### src/rtl/coin_acceptor.sv
// Vending-machine coin acceptor. Collects 1/2/5 yuan coins against a latched
// amount due, then reports change on success or a full refund on cancel/timeout.
module coin_acceptor #(
  parameter longint unsigned CLK_HZ    = 100_000_000,
  parameter longint unsigned TIMEOUT_S = 30
) (
  input  logic       clk,
  input  logic       rst_n,
  input  logic       en_p,
  input  logic [5:0] shouldpay,
  input  logic [2:0] money,
  input  logic       cancel,
  output logic [3:0] paid1,
  output logic [3:0] paid10,
  output logic [3:0] payback1,
  output logic [3:0] payback10,
  output logic       success,
  output logic       successpay,
  output logic       refund,
  output logic       busy
);

  localparam longint unsigned LIMIT = CLK_HZ * TIMEOUT_S - 1;
  localparam int TW = (LIMIT > 0) ? $clog2(LIMIT + 1) : 1;
  localparam logic [TW-1:0] LIMIT_T = TW'(LIMIT);

  typedef enum logic [1:0] {IDLE, COLLECT, SUCCESS, REFUND} state_t;

  state_t        state_q;
  logic [5:0]    due_q;
  logic [5:0]    paid_q;
  logic [5:0]    payback_q;
  logic [TW-1:0] timer_q;
  logic          success_q, successpay_q, refund_q, busy_q;

  // History registers remember "was low last cycle", so a level that is already
  // high when reset releases cannot masquerade as a press.
  logic          enLow_q;
  logic          cancelLow_q;
  logic [2:0]    moneyLow_q;

  logic          enRise_d;
  logic          cancelRise_d;
  logic [2:0]    coinRise_d;
  logic [2:0]    coinVal_d;
  logic [6:0]    paidSum_d;
  logic [5:0]    paidNext_d;
  logic          timeout_d;

  assign enRise_d     = en_p & enLow_q;
  assign cancelRise_d = cancel & cancelLow_q;
  assign coinRise_d   = money & moneyLow_q;
  assign timeout_d    = (timer_q == LIMIT_T);

  // Simultaneous presses of different coins are ambiguous and add nothing.
  always_comb begin
    coinVal_d = 3'd0;
    case (coinRise_d)
      3'b001:  coinVal_d = 3'd1;
      3'b010:  coinVal_d = 3'd2;
      3'b100:  coinVal_d = 3'd5;
      default: coinVal_d = 3'd0;
    endcase
  end

  assign paidSum_d  = {1'b0, paid_q} + {4'b0000, coinVal_d};
  assign paidNext_d = (paidSum_d > 7'd63) ? 6'd63 : paidSum_d[5:0];

  always_ff @(posedge clk or negedge rst_n) begin
    if (!rst_n) begin
      state_q      <= IDLE;
      due_q        <= '0;
      paid_q       <= '0;
      payback_q    <= '0;
      timer_q      <= '0;
      success_q    <= 1'b0;
      successpay_q <= 1'b0;
      refund_q     <= 1'b0;
      busy_q       <= 1'b0;
      enLow_q      <= 1'b0;
      cancelLow_q  <= 1'b0;
      moneyLow_q   <= '0;
    end else begin
      enLow_q     <= ~en_p;
      cancelLow_q <= ~cancel;
      moneyLow_q  <= ~money;
      success_q   <= 1'b0;
      case (state_q)
        IDLE: begin
          paid_q    <= '0;
          payback_q <= '0;
          if (enRise_d && shouldpay != 6'd0) begin
            due_q   <= shouldpay;
            timer_q <= '0;
            busy_q  <= 1'b1;
            state_q <= COLLECT;
          end
        end
        COLLECT: begin
          // Abort conditions win over a coin arriving in the same cycle.
          if (cancelRise_d || timeout_d || !en_p) begin
            payback_q <= paid_q;
            busy_q    <= 1'b0;
            refund_q  <= 1'b1;
            state_q   <= REFUND;
          end else begin
            timer_q <= timer_q + TW'(1);
            if (coinVal_d != 3'd0) begin
              paid_q <= paidNext_d;
              if (paidNext_d >= due_q) begin
                payback_q    <= paidNext_d - due_q;
                success_q    <= 1'b1;
                successpay_q <= 1'b1;
                busy_q       <= 1'b0;
                state_q      <= SUCCESS;
              end
            end
          end
        end
        SUCCESS, REFUND: begin
          if (!en_p) begin
            paid_q       <= '0;
            payback_q    <= '0;
            successpay_q <= 1'b0;
            refund_q     <= 1'b0;
            state_q      <= IDLE;
          end
        end
        default: state_q <= IDLE;
      endcase
    end
  end

  assign paid10     = 4'(paid_q / 6'd10);
  assign paid1      = 4'(paid_q % 6'd10);
  assign payback10  = 4'(payback_q / 6'd10);
  assign payback1   = 4'(payback_q % 6'd10);
  assign success    = success_q;
  assign successpay = successpay_q;
  assign refund     = refund_q;
  assign busy       = busy_q;

endmodule

### config.mk
export PLATFORM = sky130hd
export DESIGN_NAME = coin_acceptor
export DESIGN_NICKNAME = d
export VERILOG_FILES = /design/src/rtl/coin_acceptor.sv
export SDC_FILE = /design/constraint.sdc
export NUM_CORES = 1
export LEC_CHECK = 0
export BUFFER_PORTS_ARGS = -buffer_cell sky130_fd_sc_hd__buf_2
export CAP_MARGIN = 20
export CORE_MARGIN = 2
export CORE_UTILIZATION = 48
export DETAILED_ROUTE_END_ITERATION = 16
export HOLD_SLACK_MARGIN = 0.06
export PLACE_DENSITY = 0.66
export SLEW_MARGIN = 20
export SYNTH_ARGS = -nofsm -noshare
export SYNTH_HDL_FRONTEND = slang
export SYNTH_SLANG_ARGS = --single-unit
### constraint.sdc
create_clock -name clk -period 4.4 [get_ports clk]
set_input_delay 0.66 -clock clk [delete_from_list [all_inputs] [get_ports clk]]
set_output_delay 0.66 -clock clk [all_outputs]
set_load 0.02 [all_outputs]
Word-level counts from Yosys, hierarchy flattened
Index checks and enable logic that the tools add are counted.
- input bits: 13
- logic and storage cells: 95
- register bits after elaboration: 61
- output and inout port bits: 20
- equal/unequal tests: 15
- add/subtract/negate cells: 3
- bitwise operators: 6
- muxes and demuxes: 35
- reduce and logical (&&, ||, !) cells: 18
- $lt $le $gt $ge: 2
- div/mod/pow operators: 4
- operators with widths (operator ; count):
    $mux W32 ; 2
    $pmux W32 S2 ; 1
    $mux W6 ; 7
    $pmux W6 S3 ; 2
    $add A32 B1 Y32 const B ; 1
    $eq A32 B32 Y1 const B ; 1
    $mux W1 ; 13
    $div A6 B4 Y6 const B ; 2
    $mod A6 B4 Y6 const B ; 2
    $ne A2 B2 Y1 const B ; 6
    $reduce_and A3 Y1 ; 4
    $mux W2 ; 5
    $pmux W3 S3 ; 1
    $reduce_and A4 Y1 ; 2
    $add A6 B3 Y7 ; 1
    $gt A7 B6 Y1 const B ; 1
    $ge A6 B6 Y1 ; 1
    $ne A3 B3 Y1 const B ; 2
    $pmux W1 S2 ; 3
    $pmux W2 S3 ; 1
    $reduce_bool A6 Y1 ; 1
    $sub A6 B6 Y6 ; 1
    $reduce_and A5 Y1 ; 1
    $eq A2 B2 Y1 const B ; 2
    other kinds (16) ; 20

Logic depth before layout (Yosys ltp)
Gate-level depths: netlist (run 1).
- depth in word-level cells: 11
- mapped depth: 20

Worst setup path before layout (run 1)
OpenSTA, ideal clock, no wires.
- path kind: input to register
- start: in money[2]
- end: reg payback_q[4]
- path slack: 546 ps
- buffers on the path: 1
- arrival time: 3776 ps
- stages on the path: 20
- setup time: 77 ps
- cells stage by stage: nand2_1 -> xnor2_1 -> a21oi_1 -> ha_1 -> inv_1 -> fa_1 -> nor2b_1 -> o21ai_0 -> or2_2 -> nand2b_1 -> inv_1 -> ha_1 -> fa_1 -> nand2b_1 -> a21oi_1 -> o41ai_1 -> o2bb2ai_2 -> buf_4 -> nor2_1 -> a21oi_1
- longest elaborated chain between the ends: 11
- ends and longest elaborated chain (what ; line ; source):
    start: declaration ; 11 ; input logic [2:0] money,
    $and A3 B3 Y3 * ; 52 ; assign coinRise_d = money & moneyLow_q;
    $eq A3 B3 Y1, or another cell as far along ; 58 ; case (coinRise_d)
    $pmux W3 S3 * ; 58 ;
    $add A6 B3 Y7 ; 66 ; assign paidSum_d = {1'b0, paid_q} + {4'b0000, coinVal_d};
    $gt A7 B6 Y1 ; 67 ; assign paidNext_d = (paidSum_d > 7'd63) ? 6'd63 : paidSum_d[5:0];
    $mux W6 ; 67 ;
    $sub A6 B6 Y6 ; 111 ; payback_q <= paidNext_d - due_q;
    $mux W6 ; 110 ; if (paidNext_d >= due_q) begin
    $mux W6 ; 108 ; if (coinVal_d != 3'd0) begin
    $mux W6 ; 101 ; if (cancelRise_d || timeout_d || !en_p) begin
    $pmux W6 S3 ; 88 ; case (state_q)
    end signal: assignment ; 102 ; payback_q <= paid_q;
    end signal: assignment ; 111 ;
    end: declaration ; 32 ; logic [5:0] payback_q;
Every way passes the cells marked *; elsewhere a longest branch is shown, timed or not. The select of a mux whose other input is x is not followed.
A chain may end at the register's enable or synchronous reset.

Worst setup path in the final report (run 1)
Same ends and word-level chain as after synthesis.

==> impl_metrics.csv, run 1 <==
group,metric,value,unit
outcome,run_status,"finished clean",
floorplanning,die_height,92.86,um
synthesis,synthesis.instances,423,
sta,fin_crit_sh,90.34,%
floorplanning,floorplan.core_area,7687,um2
placement,detailed_place_hpwl,5872,um
sta,fmax,251.6,MHz
critical_path,worst_ep_required_time,4640,ps
global_routing,grt_residual_overflow,0,
sta,timing.final.max_slew_violations,0,
final_layout,final.fill_count,725,
synthesis,post-synth-top-count-cell,"dfrtp_1",
detailed_routing,post-route-drc-count,0,
floorplanning,dieArea,8622,um2
clock_network,cts_hold_buffers,0,
synthesis,syn-cell-area,3790,um2
global_routing,global_route_wire_length_before_repair,14370,um
global_routing,use_met1,29.89,%
sta,final_hold_viol_count,0,
final_layout,diodes,0,
final_layout,layout.core_utilization,55.45,%
final_layout,post_route_cells_drive_above_1_share,15.79,%
clock_network,cts_max_level,3,
synthesis,yosysWarningCount,0,
synthesis,yosys.area.top_type_share,40.28,%
synthesis,ys_seq_elements,61,
sta,rsz0062_at_grt,"false",
clock_network,clk_pin_slew_worst_paths,70,ps
floorplanning,site_rows,32,
sta,finalSetupViolCount,0,
synthesis,synth_top_cell_by_area,"dfrtp_1",
power,total_power,1.982,mW
global_routing,grt.busiest_layer,"met2",
synthesis,synth.lib_cells_used.distinct,59,
power,power-per-cell-area,465.0,nW/um2
sta,timing.slew.headroom,52.17,%
critical_path,worstPathMaxFanout,13,
synthesis,postSynth.asyncResetShare,100.0,%
detailed_routing,via_per_inst,5.545,
critical_path,worstPathArrival,4220,ps
clock_network,clk-insertion-delay-late,330,ps
clock_network,clockRootBuffer,"clkbuf_8",
synthesis,ys_seq_area_share,40.28,%
clock_network,cts_tree,"yes",
synthesis,synthTopCellsByArea,"dfrtp_1, nor2_1, xor2_1",
critical_path,worst_setup_path_class,"in2reg",
detailed_routing,routedWlPerCell,14.49,um
floorplanning,io-pin-count,33,
floorplanning,floorplan.initialDensity,49.30,%
global_routing,grt_pass1_vias,3110,
detailed_routing,firstDrtPassIters,5,
sta,worst_hold_slack,303.5,ps
detailed_routing,detail-route-antenna-nets,0,
synthesis,post_synth_edffs,0,
detailed_routing,drt_first_iter_violations,179,
clock_network,clock_path_buffers,2,
flow_run,max_cap_viol_count,0,
placement,placement.setup.worst_slack,-5.054,ps
sta,post-route-min-period,3975,ps
clock_network,cts_buffers,9,
global_routing,grt_use_total,20.74,%
sta,finalClockSkew,12.80,ps
final_layout,synthToLayoutAreaGrowth,12.48,%
placement,io_buffers,30,
detailed_routing,dr_total_vias,3094,
synthesis,netlist_top_cells_count,"dfrtp_1, nor2_1, nand2_1",
global_routing,globalRouteMet3Util,3.255,%
global_routing,use_met2,32.43,%
worst_hold_path,hp-class,"in2async",
critical_path,timing.critical_path.from_type,"input pin",
synthesis,syn-mean-instance-area,8.960,um2
final_layout,finish.net_count,479,
global_routing,antenna_found_initial,0,
placement,gp_congestion,0.8514,
power,p_leak,2.040,nW
floorplanning,die-width,92.86,um
critical_path,type_of_destination_of_the_critical_path,"flop",
power,max-vdd-ir-drop,0.2614,mV
detailed_routing,drt_wl_total,8084,um
global_routing,grt_max_degree,39,
synthesis,yosys_most_used_dff,"dfrtp_1",
sta,actual_transition_at_the_worst_max_transition_pin,717.5,ps
sta,setup_slack,425.0,ps
clock_network,clock_sinks,61,
## final timing paths
| path | from | slack, ps | cells past startpoint | to |
|---|---|---|---|---|
| worst max-delay path | money[2] | 420 | 21 | payback_q[4]$_DFFE_PN0P_ |
| worst min-delay path | rst_n | 300 | 1 | timer_q[22]$_DFFE_PN0P_ |
| worst max register to register | moneyLow_q[2]$_DFF_PN0_ | 510 | 20 | payback_q[4]$_DFFE_PN0P_ |
| worst min register to register | successpay$_DFFE_PN0P_ | 490 | 1 | successpay$_DFFE_PN0P_ |
| max in group asynchronous | rst_n | 3200 | 2 | payback_q[2]$_DFFE_PN0P_ |
| min in group clk | money[0] | 480 | 2 | moneyLow_q[0]$_DFF_PN0_ |
## metrics by stage
stage	setup TNS [ps]	std cells	instance area, um2
floorplan	0	424	3794
global placement	0	541	4000
detailed placement	-6.958	541	4000
CTS	0	557	4239
global route	0	558	4263
finish	0	558	4263
## state kept, by name, indices dropped and copies added, names as in the netlist
signal,cells
due_q,6
success,1
paid_q,6
state_q,2
timer_q,32
refund,1
payback_q,6
busy,1
enLow_q,1
moneyLow_q,3
cancelLow_q,1
successpay,1
## placed cells by master, fill, tap and decap left out, drive strengths merged, types with 4 or more instances in the layout
master | synthesis | routed
nand3 | 13 | 13
xor2 | 20 | 20
nor2b | 8 | 8
a21o | 5 | 5
nand4 | 13 | 13
clkbuf | 7 | 10
inv | 23 | 23
and4 | 4 | 4
nor4 | 6 | 6
o21ai | 22 | 22
and3 | 8 | 8
dfrtp | 61 | 61
nand2b | 7 | 7
nor2 | 54 | 54
nand2 | 46 | 46
a31oi | 4 | 4
xnor2 | 12 | 12
or3 | 6 | 6
a22o | 8 | 8
buf | 11 | 34
a21oi | 25 | 25
o21a | 5 | 5
ha | 13 | 13
nor3 | 6 | 6
## layout make-up
class	instances	area [um2]	area share, %
Timing Repair Buffer	34	192.7	4.520
Inverter	23	86.33	2.025
Clock inverter	6	111.4	2.612
Tap cell	102	127.6	2.994
Multi-Input combinational cell	322	2091	49.05
Sequential cell	61	1526	35.81
Clock buffer	10	127.6	2.994
## worst max-delay path, cell delays in order
cell       delay (ps)
buf_2              90
nand2_1           130
xnor2_1           160
a21oi_1           130
ha_1              180
inv_1              50
fa_1              400
nor2b_1           150
o21ai_0           130
or2_2             360
nand2b_1          110
inv_1              50
ha_1              200
fa_1              380
nand2b_1          190
a21oi_1           190
o41ai_1           130
o2bb2ai_2         210
buf_12            150
nor2_1             40
a21oi_1           130
## power by group
group	internal (mW)	switching, mW
Clock	0.376	0.215
Combinational	0.269	0.415
Sequential	0.633	0.0744
Total	1.28	0.704
## repair_timing
action,CTS,global route
buffers inserted,0,1
gates resized for setup,0,0
endpoints found under the setup margin,0,7
## per-layer routing
layer	share of wire (%)	wire length [um]
met5	0	0
met4	1.1	85
met3	3.9	316
met2	46	3713
met1	49	3969
## logic make-up after synthesis
group           after synthesis  share of synthesized area [%]
buf+inv                      41                          4.985
other cells                   1                        0.09895
flops                        61                          40.28
fa+ha+maj                    16                          5.613
mux                           4                          1.122
simple gates                180                          25.29
compound gates               88                          15.22
xor+xnor                     32                          7.395
Note: power is estimated with default switching activity, not from simulation.
==> inputs of run 2 (changes only) <==
--- a/config.mk
+++ b/config.mk
@@ -7,7 +7,6 @@
 export LEC_CHECK = 0
 export BUFFER_PORTS_ARGS = -buffer_cell sky130_fd_sc_hd__buf_2
 export CAP_MARGIN = 20
-export CORE_MARGIN = 2
 export CORE_UTILIZATION = 48
 export DETAILED_ROUTE_END_ITERATION = 16
 export HOLD_SLACK_MARGIN = 0.06
==> run 2 against run 1 <==
Net effect:
- the flow now finishes with violations (DRC)
- global-route usage up 0.52 points
- combinational power barely moved
- via count is 0.16% higher
- critical path depth unchanged
- first-iteration DRC count increased by 6.1%
- power is 6.9% lower
- sequential cell count stayed put
- wire length shrank 1.6%
- core utilization shrank 0.93 points
- die area decreased by 4.3%
- highest routed layer unchanged
==> impl_metrics.csv, run 2 (synthesis gave the netlist of run 1 again) <==
group,metric,value,unit
floorplanning,floorplan.core_area,7687,um2
critical_path,worst_setup_path_class,"in2reg",
sta,rsz0062_at_grt,"false",
critical_path,worst_ep_required_time,4650,ps
floorplanning,io-pin-count,33,
sta,timing.final.max_slew_violations,0,
clock_network,clk-insertion-delay-late,330,ps
sta,fin_crit_sh,90.13,%
critical_path,worstReg2RegEnd,"payback_q[5]$_DFFE_PN0P_",
critical_path,r2r_cells,20,
clock_network,cts-resized-gates,0,
placement,gp_congestion,0.8973,
critical_path,crit-reg2reg-launch,"moneyLow_q[2]$_DFF_PN0_",
final_layout,largest_reg_flops,32,
placement,placed_area,4000,um2
floorplanning,dieArea,8255,um2
final_layout,diodes,0,
clock_network,clock_path_buffers,2,
critical_path,worstPathMaxFanout,13,
outcome,run_status,"complete, but fails checks",
sta,worst_hold_slack,337.9,ps
clock_network,cts_tree,"yes",
floorplanning,floorplan.initialDensity,49.30,%
global_routing,grt_max_degree,35,
sta,fin_tns_setup,0,ps
detailed_routing,detail-route-antenna-nets,0,
final_layout,final_cell_mix,"dfrtp_1, nor2_1, nand2_1, buf_2, a21oi_1",
global_routing,grt_pass1_vias,2949,
global_routing,grt_residual_overflow,0,
final_layout,registers.top_by_ff_count,"timer_q",
detailed_routing,firstDrtPassIters,10,
sta,finalSetupViolCount,0,
power,max-vdd-ir-drop,0.3022,mV
final_layout,synthToLayoutAreaGrowth,10.60,%
placement,detailed_place_hpwl,5730,um
floorplanning,site_rows,32,
clock_network,clk_pin_slew_worst_paths,60,ps
final_layout,finish.net_count,479,
detailed_routing,post-route-drc-count,1,
worst_hold_path,hp-class,"in2async",
sta,setup_slack,434.3,ps
sta,timing.slew.headroom,50.64,%
critical_path,worst-r2r-setup-slack,540,ps
global_routing,grt_use_total,21.26,%
clock_network,clockRootBuffer,"clkbuf_8",
final_layout,final_common_cell,"dfrtp_1",
power,power-per-cell-area,440.2,nW/um2
placement,placement.setup.worst_slack,35.91,ps
clock_network,cts_buffers,9,
critical_path,type_of_destination_of_the_critical_path,"flop",
clock_network,cts_hold_buffers,0,
floorplanning,die_height,90.86,um
clock_network,post_cts_setup_bufs,0,
global_routing,global_route_wire_length_before_repair,13950,um
final_layout,layout.cell_area.non_filler,4192,um2
clock_network,cts_max_level,3,
sta,fmax,252.2,MHz
detailed_routing,drt_first_iter_violations,190,
power,p_leak,2.011,nW
critical_path,timing.critical_path.from_type,"input pin",
detailed_routing,drt_wl_total,7954,um
flow_run,max_cap_viol_count,0,
sta,post-route-min-period,3966,ps
final_layout,post_route_cells_drive_above_1_share,15.23,%
global_routing,antenna_found_initial,0,
detailed_routing,via_per_inst,5.584,
sta,finalClockSkew,9.687,ps
floorplanning,die-width,90.86,um
detailed_routing,routedWlPerCell,14.33,um
detailed_routing,dr_total_vias,3099,
critical_path,worstPathArrival,4220,ps
sta,final_hold_viol_count,0,
clock_network,clock_sinks,61,
sta,actual_transition_at_the_worst_max_transition_pin,740.4,ps
placement,io_buffers,30,
outcome,violated_checks,"DRC",
power,total_power,1.845,mW
run 2: cell count changes in the layout (fill, tap and decap cells not counted):
cell	previous run	this run
clkinv_2	1	2
clkinvlp_4	1	0
bufinv_16	3	1
clkinv_4	1	0
run 2: worst max path at each step:
stage / from / end / slack [ps] / cells past startpoint
final: money[2] / payback_q[5]$_DFFE_PN0P_ / 430 / 21
after global routing: money[2] / payback_q[5]$_DFFE_PN0P_ / 100 / 21
after CTS: money[2] / payback_q[5]$_DFFE_PN0P_ / 350 / 20
after detailed placement: money[2] / payback_q[5]$_DFFE_PN0P_ / 40 / 20
after global placement: money[2] / payback_q[4]$_DFFE_PN0P_ / 190 / 20
after floorplan: money[2] / payback_q[4]$_DFFE_PN0P_ / 550 / 20
run 2: where the power goes:
| group | switching (mW) | internal, mW | leakage, nW |
|---|---|---|---|
| registers | 0.0768 | 0.633 | 0.822 |
| logic | 0.413 | 0.270 | 1.10 |
| clock network | 0.202 | 0.250 | 0.0878 |
| total | 0.692 | 1.15 | 2.01 |
run 2: final cells by class:
cell class                      count  area, um2
Inverter                           23      86.33
Timing Repair Buffer               34      192.7
Multi-Input combinational cell    322       2091
Clock buffer                       10      127.6
Clock inverter                      3      40.04
Sequential cell                    61       1526
Tap cell                          102      127.6
Fill cell                         710       3496
run 2: critical path, cell delays in order:
cell	delay [ps]
buf_2	90
nand2_1	130
xnor2_1	160
a21oi_1	120
ha_1	180
inv_1	50
fa_1	400
nor2b_1	150
o21ai_0	130
or2_2	350
nand2b_1	100
inv_1	50
ha_1	210
fa_1	390
nand2b_1	190
a21oi_1	180
o41ai_1	140
o2bb2ai_2	220
buf_12	150
nor2_1	40
a21oi_1	120
run 2: stage by stage:
| stage | utilization (%) | std cells |
|---|---|---|
| 2_1_floorplan | - | 424 |
| 3_3_place_gp | 52.03 | 541 |
| 4_1_cts | 54.22 | 554 |
| 5_1_grt | 54.52 | 555 |
| 3_5_place_dp | 52.03 | 541 |
| 6_report | 54.52 | 555 |
run 2: routing by layer:
metal / vias up / track usage, % / share of wire (%)
met5: - / 0 / 0
met3: 10 / 4.377 / 3.5
met2: 55 / 31.63 / 44
met1: 1501 / 31.14 / 51
met4: 0 / 6.349 / 1.2
li1: 1533 / - / -
==> inputs of run 3 (changes only) <==
--- a/config.mk
+++ b/config.mk
@@ -5,7 +5,8 @@
 export SDC_FILE = /design/constraint.sdc
 export NUM_CORES = 1
 export LEC_CHECK = 0
-export BUFFER_PORTS_ARGS = -buffer_cell sky130_fd_sc_hd__buf_2
+export ABC_AREA = 0
+export BUFFER_PORTS_ARGS = -buffer_cell sky130_fd_sc_hd__buf_4
 export CAP_MARGIN = 20
 export CORE_UTILIZATION = 48
 export DETAILED_ROUTE_END_ITERATION = 16
==> run 3 against run 2 <==
Net effect:
- the flow still finishes with violations (DRC)
- highest routed layer unchanged
- power up 0.69%
- sequential share of layout area shrank 0.48 points
- final area up 1.3%
- wire length fell by 0.24%
- critical endpoint is now payback_q[3]$_DFFE_PN0P_
- critical path depth shrank 1
- die area is the same
==> impl_metrics.csv, run 3 (synthesis gave the netlist of run 1 again) <==
group,metric,value,unit
outcome,run_status,"complete, but fails checks",
outcome,violated_checks,"DRC",
critical_path,cell_repeated_most_along_the_worst_path,"a21oi_1",
critical_path,critical-path-top-delay-family,"compound AO/OA/AOI/OAI gates",
critical_path,r2r_cells,19,
final_layout,layout.core_utilization,55.26,%
final_layout,final_cell_mix,"dfrtp_1, nor2_1, nand2_1, buf_4, a21oi_1",
flow_run,max_cap_viol_count,0,
sta,fin_crit_sh,92.76,%
clock_network,post_cts_setup_bufs,0,
clock_network,clockRootBuffer,"clkbuf_8",
power,comb_power_share,38.0,%
detailed_routing,detail-route-antenna-nets,0,
final_layout,post_route_cells_drive_above_1_share,15.64,%
critical_path,worstPathArrival,4340,ps
detailed_routing,routedWlPerCell,14.27,um
floorplanning,die_height,90.86,um
final_layout,final.fill_count,720,
final_layout,registers.top_by_ff_count,"timer_q",
critical_path,timing.critical_path.from_type,"input pin",
placement,io_buffers,30,
final_layout,final_common_cell,"dfrtp_1",
critical_path,crit-reg2reg-launch,"moneyLow_q[2]$_DFF_PN0_",
critical_path,type_of_destination_of_the_critical_path,"flop",
critical_path,setup.worst_path.start,"money[2]",
final_layout,seqCellArea,1526,um2
detailed_routing,drt_first_iter_violations,190,
global_routing,global_route_wire_length_before_repair,13680,um
global_routing,antenna_found_initial,0,
clock_network,clock_sinks,61,
sta,post-route-min-period,4082,ps
sta,fin_tns_setup,0,ps
clock_network,cts_hold_buffers,0,
sta,setup_slack,318.3,ps
clock_network,cts_buffers,9,
floorplanning,site_rows,32,
final_layout,layout.cell_area.non_filler,4248,um2
clock_network,cts-resized-gates,0,
power,cellInternalPower,1.143,mW
critical_path,worst_ep_required_time,4660,ps
power,p_leak,2.008,nW
power,clkPwrFrac,23.8,%
final_layout,multiInputGateArea,2091,um2
floorplanning,die-width,90.86,um
final_layout,diodes,0,
sta,timing.slew.headroom,47.53,%
sta,actual_transition_at_the_worst_max_transition_pin,787.0,ps
critical_path,worstReg2RegEnd,"payback_q[3]$_DFFE_PN0P_",
clock_network,cts_tree,"yes",
detailed_routing,post-route-drc-count,1,
power,max-vdd-ir-drop,0.3374,mV
floorplanning,floorplan.core_area,7687,um2
critical_path,worst-r2r-setup-slack,400,ps
critical_path,cpMaxStageDelayCell,"o2bb2ai_2",
sta,fmax,245.0,MHz
critical_path,worstPathCellList,"buf_4, nand2_1, xnor2_1, a21oi_1, ha_1, inv_1, fa_1, nor2b_1, o21ai_0, or2_2, nand2b_1, inv_1, ha_1, fa_1, nand2b_1, a21oi_1, o41ai_1, o2bb2ai_2, nor2_1, a21oi_1",
detailed_routing,firstDrtPassIters,10,
sta,rsz0062_at_grt,"false",
clock_network,clk_pin_slew_worst_paths,70,ps
worst_hold_path,hp-class,"in2async",
sta,final_hold_viol_count,0,
detailed_routing,dr_total_vias,3083,
sta,timing.final.max_slew_violations,0,
floorplanning,dieArea,8255,um2
placement,placed_area,4068,um2
sta,finalSetupViolCount,0,
placement,detailed_place_hpwl,5611,um
power,seq_power_share,38.2,%
critical_path,crit_path_max_incr_delay,450,ps
global_routing,grt_use_total,20.72,%
final_layout,synthToLayoutAreaGrowth,12.08,%
detailed_routing,drt_wl_total,7935,um
global_routing,grt_residual_overflow,0,
floorplanning,floorplan.initialDensity,49.30,%
placement,gp_congestion,0.8865,
power,switching_share,38.48,%
power,power-per-cell-area,437.3,nW/um2
final_layout,largest_reg_flops,32,
critical_path,worstPathMaxFanout,13,
final_layout,finish.net_count,477,
global_routing,grt_pass1_vias,2902,
detailed_routing,via_per_inst,5.545,
power,netSwitchingPower,714.8,uW
critical_path,worst_setup_path_class,"in2reg",
clock_network,clock_path_buffers,2,
floorplanning,io-pin-count,33,
placement,placement.setup.worst_slack,0.7199,ps
sta,finalClockSkew,7.640,ps
clock_network,cts_max_level,3,
global_routing,grt_max_degree,62,
critical_path,worstPathBufferInverterCount,3,
clock_network,clk-insertion-delay-late,340,ps
power,total_power,1.858,mW
[run 3: power groups by stage]
stage | Sequential, mW | Combinational (mW) | Clock (mW)
finish | 0.710 | 0.706 | 0.442
global route | 0.723 | 0.786 | 0.480
CTS | 0.709 | 0.705 | 0.458
detailed placement | 0.719 | 0.700 | 0
global placement | 0.719 | 0.686 | 0
floorplan | 0.697 | 0.515 | 0
[run 3: per-stage QoR]
stage / instances / hold WS [ps]
finish: 556 / 382.5
global route: 556 / 453.9
CTS: 556 / 421.9
detailed placement: 540 / 473.3
global placement: 540 / 472.8
floorplan: 424 / 364.4
[run 3: worst reg2reg max path, delay by kind of cell, from the launching register on]
kind / cells / cell delay, ps
AO/OA/AOI/OAI: 6 / 1180
adder cells (fa/ha/maj): 4 / 1160
AND/OR/NAND/NOR: 6 / 1020
flip-flops: 1 / 360
buffers and inverters: 2 / 110
XOR/XNOR: 1 / 100
[run 3: how the worst max path moves through the flow]
stage | to | cells after the start
detailed placement | payback_q[3]$_DFFE_PN0P_ | 20
floorplan | payback_q[4]$_DFFE_PN0P_ | 20
CTS | payback_q[3]$_DFFE_PN0P_ | 20
global placement | payback_q[3]$_DFFE_PN0P_ | 20
global route | payback_q[3]$_DFFE_PN0P_ | 20
finish | payback_q[3]$_DFFE_PN0P_ | 20
[run 3: final cells by class]
| type | count | share of cell area [%] |
|---|---|---|
| Clock buffer | 10 | 3.240 |
| Clock inverter | 6 | 0.9131 |
| Inverter | 23 | 2.032 |
| Multi-Input combinational cell | 322 | 49.22 |
| Sequential cell | 61 | 35.94 |
| Tap cell | 102 | 3.004 |
| Timing Repair Buffer | 32 | 5.655 |
[run 3: layer usage]
layer	up-vias	global-route usage (%)	wire [um]
met5	-	0	0
met4	0	7.275	136
met3	12	3.704	363
met2	68	30.30	3417
met1	1479	30.72	4019
li1	1524	-	-
